[src/rtl/router_pkg.sv]
// Shared CHIPPER router definitions: flit field layout, route direction codes and the XY
// route helper used when a PE flit is queued for injection.
package router_pkg;

  localparam int unsigned FLIT_W   = 10;
  localparam int unsigned GOLD_BIT = 9;
  localparam int unsigned DIR_MSB  = 8;
  localparam int unsigned DIR_LSB  = 6;
  localparam int unsigned ADDR_W   = 6;

  localparam logic [2:0] DIR_E = 3'b000;
  localparam logic [2:0] DIR_W = 3'b001;
  localparam logic [2:0] DIR_N = 3'b010;
  localparam logic [2:0] DIR_S = 3'b011;
  localparam logic [2:0] DIR_L = 3'b100;

  // Dimension-ordered: resolve the column first, then the row; local when both match.
  function automatic logic [2:0] xy_route(input logic [ADDR_W-1:0] addr,
                                          input logic [2:0]        row_id,
                                          input logic [2:0]        col_id);
    logic [2:0] row;
    logic [2:0] col;
    row = addr[5:3];
    col = addr[2:0];
    if (col > col_id)      return DIR_E;
    else if (col < col_id) return DIR_W;
    else if (row > row_id) return DIR_N;
    else if (row < row_id) return DIR_S;
    else                   return DIR_L;
  endfunction

endpackage

[src/rtl/inj_fifo.sv]
// Synchronous FIFO for PE injection flits; pointers carry an extra wrap bit so full and
// empty are told apart without a separate counter.
module inj_fifo #(
  parameter int unsigned Width = 10,
  parameter int unsigned Depth = 4
) (
  input  logic                     clk,
  input  logic                     rst,
  input  logic                     i_push,
  input  logic [Width-1:0]         i_wdata,
  input  logic                     i_pop,
  output logic [Width-1:0]         o_rdata,
  output logic                     o_full,
  output logic                     o_empty,
  output logic [$clog2(Depth):0]   o_cnt
);

  localparam int unsigned AW = $clog2(Depth);

  logic [AW:0]      r_wptr;
  logic [AW:0]      r_rptr;
  logic [Width-1:0] r_mem [Depth];

  assign o_empty = (r_wptr == r_rptr);
  assign o_full  = (r_wptr[AW] != r_rptr[AW]) && (r_wptr[AW-1:0] == r_rptr[AW-1:0]);
  assign o_cnt   = r_wptr - r_rptr;
  assign o_rdata = r_mem[r_rptr[AW-1:0]];

  always_ff @(posedge clk) begin
    if (rst) begin
      r_wptr <= '0;
      r_rptr <= '0;
    end else begin
      if (i_push && !o_full) begin
        r_mem[r_wptr[AW-1:0]] <= i_wdata;
        r_wptr                <= r_wptr + 1'b1;
      end
      if (i_pop && !o_empty) begin
        r_rptr <= r_rptr + 1'b1;
      end
    end
  end

endmodule

[src/rtl/injector.sv]
// CHIPPER injection stage: queues PE flits and drops the head into the first blank channel.
// Optional INJECTOR_STATS_EN adds an inj_count output counting injections.
module injector
  import router_pkg::*;
#(
  parameter int unsigned ROW_ID       = 4,
  parameter int unsigned COL_ID       = 4,
  parameter int unsigned DEPTH        = 4,
  parameter int unsigned STARVE_LIMIT = 8,
  parameter int unsigned STARVE_W     = 4
) (
  input  logic                      clk,
  input  logic                      rst,
  input  logic [9:0]                n_in,
  input  logic [9:0]                s_in,
  input  logic [9:0]                e_in,
  input  logic [9:0]                w_in,
  input  logic                      n_in_vld,
  input  logic                      s_in_vld,
  input  logic                      e_in_vld,
  input  logic                      w_in_vld,
  input  logic [9:0]                pe_flit,
  input  logic                      pe_vld,
  output logic                      pe_rdy,
  output logic [9:0]                n_out,
  output logic [9:0]                s_out,
  output logic [9:0]                e_out,
  output logic [9:0]                w_out,
  output logic                      n_out_vld,
  output logic                      s_out_vld,
  output logic                      e_out_vld,
  output logic                      w_out_vld,
  output logic                      starve,
  output logic                      self_drop,
  output logic [$clog2(DEPTH):0]    fifo_cnt
`ifdef INJECTOR_STATS_EN
  ,
  output logic [15:0]               inj_count
`endif
);

  logic                w_full;
  logic                w_empty;
  logic [FLIT_W-1:0]   w_head;
  logic [FLIT_W-1:0]   w_wdata;
  logic                w_pe_fire;
  logic                w_self;
  logic                w_push;
  logic                w_inject;
  logic                w_unused;
  logic [9:0]          w_n;
  logic [9:0]          w_s;
  logic [9:0]          w_e;
  logic [9:0]          w_w;
  logic                w_n_vld;
  logic                w_s_vld;
  logic                w_e_vld;
  logic                w_w_vld;
  logic [STARVE_W-1:0] w_starve_cnt_d;
  logic [STARVE_W-1:0] r_starve_cnt;

  assign w_unused  = ^pe_flit[9:6];
  assign pe_rdy    = !w_full;
  assign w_pe_fire = pe_vld && pe_rdy;
  assign w_self    = (pe_flit[5:0] == {3'(ROW_ID), 3'(COL_ID)});
  assign w_push    = w_pe_fire && !w_self;
  assign w_wdata   = {1'b0, xy_route(pe_flit[5:0], 3'(ROW_ID), 3'(COL_ID)), pe_flit[5:0]};

  inj_fifo #(
    .Width (FLIT_W),
    .Depth (DEPTH)
  ) u_fifo (
    .clk     (clk),
    .rst     (rst),
    .i_push  (w_push),
    .i_wdata (w_wdata),
    .i_pop   (w_inject),
    .o_rdata (w_head),
    .o_full  (w_full),
    .o_empty (w_empty),
    .o_cnt   (fifo_cnt)
  );

  // Blank slots are zeroed; the head takes the first blank in N, S, E, W order.
  always_comb begin
    w_n      = n_in_vld ? n_in : '0;
    w_s      = s_in_vld ? s_in : '0;
    w_e      = e_in_vld ? e_in : '0;
    w_w      = w_in_vld ? w_in : '0;
    w_n_vld  = n_in_vld;
    w_s_vld  = s_in_vld;
    w_e_vld  = e_in_vld;
    w_w_vld  = w_in_vld;
    w_inject = 1'b0;
    if (!w_empty) begin
      if (!n_in_vld) begin
        w_n      = w_head;
        w_n_vld  = 1'b1;
        w_inject = 1'b1;
      end else if (!s_in_vld) begin
        w_s      = w_head;
        w_s_vld  = 1'b1;
        w_inject = 1'b1;
      end else if (!e_in_vld) begin
        w_e      = w_head;
        w_e_vld  = 1'b1;
        w_inject = 1'b1;
      end else if (!w_in_vld) begin
        w_w      = w_head;
        w_w_vld  = 1'b1;
        w_inject = 1'b1;
      end
    end
  end

  // A non-empty FIFO that did not inject means every channel was occupied.
  always_comb begin
    w_starve_cnt_d = r_starve_cnt;
    if (w_empty || w_inject) begin
      w_starve_cnt_d = '0;
    end else if (r_starve_cnt != '1) begin
      w_starve_cnt_d = r_starve_cnt + 1'b1;
    end
  end

  always_ff @(posedge clk) begin
    if (rst) begin
      n_out        <= '0;
      s_out        <= '0;
      e_out        <= '0;
      w_out        <= '0;
      n_out_vld    <= 1'b0;
      s_out_vld    <= 1'b0;
      e_out_vld    <= 1'b0;
      w_out_vld    <= 1'b0;
      r_starve_cnt <= '0;
      starve       <= 1'b0;
      self_drop    <= 1'b0;
    end else begin
      n_out        <= w_n;
      s_out        <= w_s;
      e_out        <= w_e;
      w_out        <= w_w;
      n_out_vld    <= w_n_vld;
      s_out_vld    <= w_s_vld;
      e_out_vld    <= w_e_vld;
      w_out_vld    <= w_w_vld;
      r_starve_cnt <= w_starve_cnt_d;
      starve       <= (r_starve_cnt >= STARVE_W'(STARVE_LIMIT));
      self_drop    <= w_pe_fire && w_self;
    end
  end

`ifdef INJECTOR_STATS_EN
  logic [15:0] r_inj_count;

  always_ff @(posedge clk) begin
    if (rst) begin
      r_inj_count <= '0;
    end else if (w_inject) begin
      r_inj_count <= r_inj_count + 16'd1;
    end
  end

  assign inj_count = r_inj_count;
`endif

endmodule
[config.mk]
export PLATFORM = sky130hd
export DESIGN_NAME = injector
export DESIGN_NICKNAME = d
export VERILOG_FILES = /design/src/rtl/router_pkg.sv /design/src/rtl/inj_fifo.sv /design/src/rtl/injector.sv
export SDC_FILE = /design/constraint.sdc
export NUM_CORES = 1
export LEC_CHECK = 0
export ABC_AREA = 0
export CAP_MARGIN = 20
export CORE_MARGIN = 2
export CORE_UTILIZATION = 50
export DETAILED_ROUTE_END_ITERATION = 12
export GPL_ROUTABILITY_DRIVEN = 0
export PLACE_DENSITY = 0.94
export SLEW_MARGIN = 10
export SYNTH_ARGS = -nofsm -noshare
export SYNTH_HDL_FRONTEND = slang
export SYNTH_HIERARCHICAL = 1
export SYNTH_SLANG_ARGS = --single-unit
[constraint.sdc]
create_clock -name clk -period 4.5 [get_ports clk]
set_clock_uncertainty 0.05 [all_clocks]
set_input_delay 0.9 -clock clk [delete_from_list [all_inputs] [get_ports clk]]
set_output_delay 0.9 -clock clk [all_outputs]
set_load 0.01 [all_outputs]
==> flow_results.org <==
** Logic synthesis
- Flip-flop and latch count after synthesis :: 98
- Of the synthesized area, sequential elements account for 61.0%.
- Synth top area cells :: sky130_fd_sc_hd__edfxtp_1 31%, sky130_fd_sc_hd__dfxtp_1 30%, sky130_fd_sc_hd__mux4_2 5.8%
- The synthesized netlist contains 46 unique library cells.
- Yosys warning count :: 6
- Syn Std Cell Area :: 3870 sq um
- Synthesized area divided by synthesized cell count :: 12.9 sq um
- After synthesis, the most frequently instantiated cells are 58 x sky130_fd_sc_hd__dfxtp_1, 40 x sky130_fd_sc_hd__edfxtp_1, 40 x sky130_fd_sc_hd__nor2_1.
- The most used flip-flop cell after synthesis is sky130_fd_sc_hd__dfxtp_1.
- The cell count after synthesis came out at 300.
- sky130_fd_sc_hd__dfxtp_1 is the most common cell in the netlist.
- The largest total area in the synthesized netlist belongs to sky130_fd_sc_hd__edfxtp_1.
- The synthesized design contains 40 enable-type register cells.
- Post-synthesis async set-or-reset flop share :: 0%
- Of the post-synthesis cell area, the dominant cell type holds 31.0%.

** Placement
- Total half-perimeter wirelength after legalization and detailed placement :: 6790 microns
- Count of input and output buffers :: 102
- Area post-placement :: 4980 sq um
- Pre-CTS WS :: 1.27 ns

** Floorplan
- Vertical die dimension :: 92.0 microns
- I/O pin count :: 107
- In this run the horizontal extent of the chip is 92.0 microns.
- Number of rows in the core area :: 32
- Initial core utilization :: 50.9%
- Floorplan die area :: 8460 sq um
- The floorplan step defined a core boundary enclosing 7610 sq um.

** Setup path
- R2R Setup Slk :: 1.51 ns
- Cell-by-cell trace of the critical path :: inv_1 -> ha_1 -> nand2_1 -> nor2_1 -> inv_1 -> clkdlybuf4s50_1
- At the worst endpoint, the arrival time is 2.37 ns.
- Delay contributed by the slowest stage of the critical path :: 0.53 ns
- Kind of start point of the critical path :: flop
- Slowest stage cell on the critical path :: sky130_fd_sc_hd__clkdlybuf4s50_1
- Peak fanout along the critical path :: 11
- The worst setup path is of the flop to output pin kind.
- For the worst setup path, the data required time is 3.55 ns.
- The worst setup path is captured at an output pin.
- Cell with the most instances on the worst path :: sky130_fd_sc_hd__inv_1

** Layout
- Fill cell instance count of the final layout :: 513
- 0 antenna diodes ended up in the layout.
- Compared with the post-synthesis result, the final layout area differs by 34.4%.
- NumNets Final :: 470
- Layout cells sized above 1 :: 9.56%
- Post-Layout Inst Area :: 5200 sq um

** CTS
- TritonCTS clock tree :: built
- In this run the post-CTS setup repair buffer count came out at 0.
- Clock root cell :: sky130_fd_sc_hd__clkbuf_8
- Post-cts gate resize count :: 0
- Buffers inserted to repair hold after CTS numbered 0.
- Clock tree synthesis inserted a total of 9 buffers.
- No sink is reached through more buffers than the 2 on the longest clock path.
- Clock latency on the worst-skew pair, taken at its later pin, is 0.37 ns.
- After clock tree synthesis, the clock-pin slew on the worst setup and hold paths is 0.09 ns.
- The H-tree was split into 3 levels.
- Counting every sink on the clock net gives 98.

** STA
- The count of endpoints failing hold in the final timing report was 0.
- Final count of negative-setup-slack endpoints :: 0
- In the finished design, the share of the clock period the worst path needs comes to 73.8%.
- Setup WS post-layout :: 1.18 ns
- Adding up every negative setup slack in the final design gives 0 ns.
- Max_slew headroom :: 39.1%
- Worst hold-check slack :: 0.492 ns
- Setup repair after global routing left no endpoint under its margin.
- Max-slew violation count :: 0
- The smallest clock period supported by the final layout is computed as 3.32 ns.
- Achievable Freq :: 0.301 GHz
- Transition time of the tightest slew-check pin :: 0.912 ns

** Route
- Total DRC errors in the routed layout :: 0
- Iteration-0 DRC Markers :: 192
- Dividing the detail-routed wire length by the instance count gives 18.6 microns.
- Before antenna repair, the detailed router went through 5 iterations.
- In the routed layout, each cell is associated on average with a via count of 5.64.
- Once detail routing completed, the nets flagged for antenna violations numbered 0.
- Count of vias placed by the detailed router :: 2877
- Wires add up to 9510 microns.

** GRT
- The first global-routing pass estimated 14800 microns of wire.
- The total overflow left after global routing is 0.
- Largest net degree at the start of global routing :: 22
- Initial antenna violation count :: 0
- Via count of the first global-routing pass :: 2884
- Global routing consumed, over all layers together, 23.1% of the routing resources.

** Pwr
- Sequential share of power :: 45.3%
- Fraction of power consumed by the clock network :: 24.7%
- In this run, the combinational gates consume 29.9% of the power.
- VDD sags by at most 0.174 mV.
- In this run the power density over the cells is 470 nW/um^2.
- The internal portion of the total power is 1.70 mW.
- Switching fraction of total power :: 30.6%
- Summed over all nets, the switching power comes to 0.748 mW.
- For this design the static power due to leakage is 1.95 nW.

** Run status
- The flow ran to the end, and the final reports show no timing, DRC or antenna violations.

** Min path
- The min-delay analysis places its worst path in the category flop to flop.

** Flow run
- Across the run, the number of max-cap violations was 0.
## metrics by stage
stage,power (mW),utilization [%],std cells
global placement,1.81,65.4,494
global route,2.55,68.4,510
detailed placement,1.85,65.4,494
finish,2.44,68.4,510
CTS,2.45,68.4,510
floorplan,1.51,-,303
## path summary, 6_finish.rpt
check	startpoint	to	depth (start not counted)
worst max-delay path	u_fifo/r_wptr[0]$_SDFFE_PP0P_	pe_rdy	6
worst min-delay path	r_starve_cnt[3]$_SDFFE_PP0P_	starve$_SDFF_PP0_	1
worst min register to register	r_starve_cnt[3]$_SDFFE_PP0P_	starve$_SDFF_PP0_	1
worst max register to register	u_fifo/r_wptr[0]$_SDFFE_PP0P_	w_out[6]$_SDFF_PP0_	7
## routing by layer
metal  GRT usage (%)  up-vias  share of wire [%]  wire [microns]
met5               0        -                  0               0
met1            27.0     1372                 37            3550
met3            5.34       21                8.6             816
met4            9.83        0                2.2             209
met2            40.9      187                 52            4940
li1                -     1297                  -               -
## worst max-delay path: cells and delay by family (launching register included)
| family | cells | cell delay [ns] |
|---|---|---|
| buffers and inverters | 3 | 0.75 |
| AND/OR/NAND/NOR | 2 | 0.46 |
| flip-flops | 1 | 0.44 |
| adder cells (fa/ha/maj) | 1 | 0.37 |
## power groups by stage
stage | Combinational (mW) | Sequential [mW] | Clock [mW]
floorplan | 0.383 | 1.13 | 0
global placement | 0.688 | 1.12 | 0
detailed placement | 0.718 | 1.13 | 0
CTS | 0.724 | 1.11 | 0.613
global route | 0.777 | 1.12 | 0.649
finish | 0.731 | 1.11 | 0.605
## cell type report
| cell class | instances | area, sq um | share of cell area (%) |
|---|---|---|---|
| Timing Repair Buffer | 106 | 1050 | 20.2 |
| Tap cell | 102 | 128 | 2.45 |
| Clock buffer | 13 | 201 | 3.87 |
| Inverter | 12 | 45.0 | 0.866 |
| Clock inverter | 3 | 23.8 | 0.457 |
| Multi-Input combinational cell | 176 | 1390 | 26.8 |
| Sequential cell | 98 | 2360 | 45.4 |
## sequential cells by signal, summed over array words and instances, names as in the netlist, named ones only
name and flops:
e_out_vld 1, w_out 10, self_drop 1, s_out_vld 1, w_out_vld 1, s_out 10
n_out 10, starve 1, u_fifo/r_rptr 3, r_starve_cnt 4, n_out_vld 1, u_fifo/r_wptr 3
u_fifo/r_mem 40, e_out 10
## layout by cell type (no fill, tap or decap), types with 2 or more instances in the layout
master / n
sky130_fd_sc_hd__a21oi_1: 5
sky130_fd_sc_hd__a22o_1: 9
sky130_fd_sc_hd__a22oi_1: 9
sky130_fd_sc_hd__a31oi_1: 4
sky130_fd_sc_hd__a41oi_1: 3
sky130_fd_sc_hd__and3_1: 5
sky130_fd_sc_hd__buf_4: 4
sky130_fd_sc_hd__clkbuf_16: 2
sky130_fd_sc_hd__clkbuf_8: 11
sky130_fd_sc_hd__clkdlybuf4s50_1: 102
sky130_fd_sc_hd__conb_1: 4
sky130_fd_sc_hd__dfxtp_1: 58
sky130_fd_sc_hd__edfxtp_1: 40
sky130_fd_sc_hd__ha_1: 9
sky130_fd_sc_hd__inv_1: 10
sky130_fd_sc_hd__mux2i_1: 21
sky130_fd_sc_hd__mux4_2: 10
sky130_fd_sc_hd__nand2_1: 10
sky130_fd_sc_hd__nand3_1: 6
sky130_fd_sc_hd__nand4_1: 2
sky130_fd_sc_hd__nor2_1: 40
sky130_fd_sc_hd__nor2b_1: 4
sky130_fd_sc_hd__nor3_2: 2
sky130_fd_sc_hd__nor3b_1: 8
sky130_fd_sc_hd__o21bai_1: 2
sky130_fd_sc_hd__o311ai_0: 3
sky130_fd_sc_hd__o311ai_1: 2
sky130_fd_sc_hd__xnor2_1: 3
## kinds of logic after synthesis
family	share of synthesized area (%)
flip-flops	61.0
AND/OR/NAND/NOR	11.6
AO/OA/AOI/OAI	8.21
multiplexers	11.2
buffers and inverters	3.30
adder cells (fa/ha/maj)	3.43
XOR/XNOR	1.10
other	0.0969
Power figures use the tool's default switching activity.
